===== src/rtl/mesh_perf_monitor.sv =====
// Per-node event counters and PC watchdog for the ROWS x COLS mesh, read one counter at a time.
// Optional PC-stall watchdog is built only when MESH_MON_WATCHDOG_EN is defined.
module mesh_perf_monitor #(
  parameter int ROWS        = 2,
  parameter int COLS        = 2,
  parameter int PC_WIDTH    = 32,
  parameter int CNT_WIDTH   = 32,
  parameter int WDOG_CYCLES = 1024,
  localparam int N          = ROWS * COLS,
  localparam int NIDX       = (N > 1) ? $clog2(N) : 1
) (
  input  logic                  clk,
  input  logic                  rst,
  input  logic                  enable,
  input  logic                  clr,
  input  logic [N*PC_WIDTH-1:0] pc_flat,
  input  logic [N-1:0]          imem_busy,
  input  logic [N-1:0]          dmem_busy,
  input  logic [N-1:0]          haz,
  input  logic                  rd_req,
  input  logic [NIDX-1:0]       rd_node,
  input  logic [1:0]            rd_sel,
  output logic                  rd_ack,
  output logic [CNT_WIDTH-1:0]  rd_data,
  output logic [N-1:0]          hung,
  output logic                  any_hung
);

  typedef enum logic {S_IDLE, S_ACK} state_t;

  state_t                     r_state;
  state_t                     w_state_next;
  logic [CNT_WIDTH-1:0]       r_rd_data;
  logic [CNT_WIDTH-1:0]       w_sel_val;
  logic [N*4*CNT_WIDTH-1:0]   w_cnt_flat;
  logic [N-1:0]               w_hung;

  // Counter k of node i lives at slot i*4+k: 0=active, 1=imem, 2=dmem, 3=hazard.
  for (genvar gi = 0; gi < N; gi++) begin : g_node
    logic [3:0] w_inc;
    assign w_inc = {haz[gi], dmem_busy[gi], imem_busy[gi], 1'b1};

    for (genvar gk = 0; gk < 4; gk++) begin : g_cnt
      logic [CNT_WIDTH-1:0] r_cnt;
      always_ff @(posedge clk or posedge rst) begin
        if (rst) begin
          r_cnt <= '0;
        end else if (clr) begin
          r_cnt <= '0;
        end else if (enable && w_inc[gk] && (r_cnt != '1)) begin
          r_cnt <= r_cnt + 1'b1;
        end
      end
      assign w_cnt_flat[(gi*4+gk)*CNT_WIDTH +: CNT_WIDTH] = r_cnt;
    end

`ifdef MESH_MON_WATCHDOG_EN
    localparam int WW = $clog2(WDOG_CYCLES + 1);
    logic [PC_WIDTH-1:0] r_last_pc;
    logic [WW-1:0]       r_wdog;
    logic                r_hung;
    logic [PC_WIDTH-1:0] w_pc;
    assign w_pc = pc_flat[gi*PC_WIDTH +: PC_WIDTH];

    always_ff @(posedge clk or posedge rst) begin
      if (rst) begin
        r_last_pc <= '0;
        r_wdog    <= '0;
        r_hung    <= 1'b0;
      end else if (clr) begin
        r_last_pc <= '0;
        r_wdog    <= '0;
        r_hung    <= 1'b0;
      end else if (enable) begin
        r_last_pc <= w_pc;
        if (w_pc != r_last_pc) begin
          r_wdog <= '0;
        end else if (r_wdog != WW'(WDOG_CYCLES)) begin
          r_wdog <= r_wdog + 1'b1;
          if (r_wdog == WW'(WDOG_CYCLES - 1)) r_hung <= 1'b1;
        end
      end
    end
    assign w_hung[gi] = r_hung;
`else
    assign w_hung[gi] = 1'b0;
`endif
  end

  always_comb begin
    w_sel_val = '0;
    if (int'(rd_node) < N) begin
      w_sel_val = w_cnt_flat[(int'(rd_node)*4 + int'(rd_sel))*CNT_WIDTH +: CNT_WIDTH];
    end
  end

  always_ff @(posedge clk or posedge rst) begin
    if (rst) begin
      r_state   <= S_IDLE;
      r_rd_data <= '0;
    end else begin
      r_state <= w_state_next;
      if (r_state == S_IDLE && rd_req) r_rd_data <= w_sel_val;
    end
  end

  always_comb begin
    w_state_next = r_state;
    case (r_state)
      S_IDLE:  if (rd_req) w_state_next = S_ACK;
      S_ACK:   w_state_next = S_IDLE;
      default: w_state_next = S_IDLE;
    endcase
  end

  assign rd_ack   = (r_state == S_ACK);
  assign rd_data  = r_rd_data;
  assign hung     = w_hung;
  assign any_hung = |w_hung;

endmodule


===== config.mk =====
export PLATFORM = sky130hd
export DESIGN_NAME = mesh_perf_monitor
export DESIGN_NICKNAME = d
export VERILOG_FILES = /design/src/rtl/mesh_perf_monitor.sv
export SDC_FILE = /design/constraint.sdc
export NUM_CORES = 2
export LEC_CHECK = 0
export CAP_MARGIN = 25
export CORE_MARGIN = 3
export CORE_UTILIZATION = 30
export DETAILED_ROUTE_END_ITERATION = 7
export PLACE_DENSITY_LB_ADDON = 0.2
export SKIP_LAST_GASP = 1
export SYNTH_ARGS = -nofsm -noshare
export SYNTH_HDL_FRONTEND = slang
export SYNTH_SLANG_ARGS = --single-unit

===== constraint.sdc =====
create_clock -name clk -period 20.3 [get_ports clk]
set_input_delay 2.03 -clock clk [delete_from_list [all_inputs] [get_ports clk]]
set_output_delay 2.03 -clock clk [all_outputs]
set_load 0.05 [all_outputs]

==> results_dict.tcl <==
set metrics [dict create \
    outcome "complete, no violations" \
    timing.final.crit_share_pct 23.4 \
    relSlewSlack_pct 25.1 \
    post_cts_buffers 0 \
    ir_drop_uv 57.7 \
    yosys.cell_types.count 75 \
    fin_tns_setup_ps 0 \
    dieArea_um2 116000 \
    clk_latency_ps 630 \
    n_fill_cell 11383 \
    crit_arrival_ps 5250 \
    powerDensity_nw_per_um2 65.0 \
    syn_inst 3502 \
    via_count 28988 \
    skew_ps 25.5 \
    wl_um 111000 \
    avgSynthCellArea_um2 9.61 \
    final.min_clock_period_ps 4740 \
    firstDrtPassIters 5 \
    wl_met2_um 49600 \
    num_io_pins 187 \
    layout.nets 3609 \
    cts_buffers 67 \
    cts_resized 0 \
    rsz0062_at_grt "false" \
    tightest_slew_ps 1120 \
    antenna_found_initial 4 \
    hpwl_um 77300 \
    synth-edff-count 0 \
    yosys-top-cells-area "dfrtp_1, mux4_2, a21oi_1, or4_1, o31ai_1" \
    postLayoutCoreUtil_pct 34.0 \
    drcViolationCount 0 \
    initial_utilization_pct 30.3 \
    area.growth.synth_to_final_pct 12.2 \
    total_power_mw 2.45 \
    clkTransAtPathRegs_ps 60 \
    synth_top_cell_area_share_pct 40.5 \
    synth_top_cells_by_count "dfrtp_1, a21oi_1, nor2_1" \
    grt_max_degree 184 \
    root_buffer "clkbuf_16" \
    route.met3.wl_um 6590 \
    worstHoldPathCells 1 \
    first_global_vias 27049 \
    synth_warnings 0 \
    crit_required_ps 20810 \
    die_y_um 341 \
    rows 122 \
    fmax_mhz 211 \
    setup_violations 0 \
    min_path_type "reg2reg" \
    wl_per_cell_um 22.2 \
    numPortBuffers 53 \
    synth.most_common_cell "dfrtp_1" \
    hold_buffers 0 \
    highest_layer "met5" \
    synth_ff_type "dfrtp_1" \
    diodes 0 \
    cts_tree "built" \
    wl_met1_um 51100 \
    die_x_um 341 \
    critPathKind "in2reg" \
    clockBufferDepth 3 \
    clock-sinks 545 \
    endpoint_kind "register" \
    critPathMaxFanout 183 \
    worst_setup_path_start_kind "primary input" \
    core_area_um2 111000 \
    maxCapViolCount 0 \
    multi_input_area_um2 18800 \
    vias_per_cell 5.82 \
    grt_overflow 0 \
    yosysTopAreaCell "dfrtp_1" \
    postSynth.asyncResetShare_pct 100 \
    grt_pass1_wl_um 171000 \
    drtAntennaViolNets 0 \
    synth-seq-area-share_pct 40.5 \
    netlist_area_um2 33700 \
    drive_gt1_share_pct 12.3 \
    r2r_cells 5 \
    hold_violations 0 \
    synth_seq_cells 545 \
    p_leak_nw 13.5 \
    gp_congestion 0.831 \
    ctsHtreeMaxLevel 3 \
    seq_area_um2 13600 \
    drtIter0Drc 2644 \
    final_max_slew_viol_count 0 \
    grtUsageTotal_pct 18.8 \
]
-- worst max-delay path: stages --
cell    delay, ps
buf_8         610
buf_12        600
buf_4         720
buf_4         750
nor2_1        100
mux2_2        290
-- per-layer routing --
layer / up-vias / track usage [%]
li1: 13537 / -
met1: 14583 / 26.8
met4: 2 / 5.67
met5: - / 0
met3: 162 / 3.75
met2: 704 / 28.7
-- worst paths after layout --
check,to,from,slack [ps]
max,g_node[0].g_cnt[0].r_cnt[31]$_DFFE_PP0P_,clr,15560
min,rd_data[3]$_DFFE_PP0P_,rd_data[3]$_DFFE_PP0P_,520
max reg2reg,g_node[1].g_cnt[3].r_cnt[25]$_DFFE_PP0P_,g_node[1].g_cnt[3].r_cnt[2]$_DFFE_PP0P_,17320
min reg2reg,rd_data[3]$_DFFE_PP0P_,rd_data[3]$_DFFE_PP0P_,520
max in group asynchronous,g_node[2].g_cnt[1].r_cnt[10]$_DFFE_PP0P_,rst,16140
min in group asynchronous,g_node[0].g_cnt[2].r_cnt[2]$_DFFE_PP0P_,rst,1970
-- kinds of logic (layout without fill, tap and decap cells) --
group | Yosys count | after routing | synth area share [%]
XOR/XNOR | 94 | 94 | 2.45
other | 1 | 5 | 0.0111
flip-flops | 545 | 545 | 40.5
buffers and inverters | 296 | 282 | 3.65
multiplexers | 245 | 245 | 12.4
adder cells (fa/ha/maj) | 16 | 16 | 0.595
AO/OA/AOI/OAI | 826 | 826 | 15.4
AND/OR/NAND/NOR | 1479 | 1479 | 25.1
-- placed cells by master, fill, tap and decap left out, types with 77 or more instances in the layout --
| cell | count |
|---|---|
| xnor2_1 | 77 |
| nand3_1 | 188 |
| a21oi_1 | 328 |
| or4_1 | 165 |
| o21ai_0 | 163 |
| nand2_1 | 208 |
| nand4_1 | 131 |
| or3_1 | 170 |
| nor2_1 | 209 |
| dfrtp_1 | 545 |
| o31ai_1 | 148 |
| mux4_2 | 126 |
-- report_power, final --
part	internal [mW]	total, mW	switching, mW
logic	0.0335	0.128	0.0948
clock network	0.719	1.23	0.507
registers	1.09	1.10	0.00860
total	1.84	2.45	0.610
-- sequential cells by signal, summed over array words and instances, names as in the netlist --
signal	flops
g_node.g_cnt.r_cnt	512
rd_ack	1
rd_data	32
-- layout make-up --
class / count / share of cell area (%)
Clock inverter: 11 / 0.229
Multi-Input combinational cell: 2665 / 49.9
Tap cell: 1488 / 4.93
Timing Repair Buffer: 99 / 2.56
Clock buffer: 106 / 5.56
Sequential cell: 545 / 36.1
Inverter: 66 / 0.676
-- per-stage QoR --
step           instance area, µm²  setup WS (ps)  std cells  hold WS (ps)
2_1_floorplan               33700           3030       3506           461
3_3_place_gp                35400          14820       4855           507
3_5_place_dp                35500          14810       4856           502
4_1_cts                     37700          15480       4973           522
5_1_grt                     37800          15260       4980           544
6_report                    37800          15560       4980           516
Power figures use the tool's default switching activity.
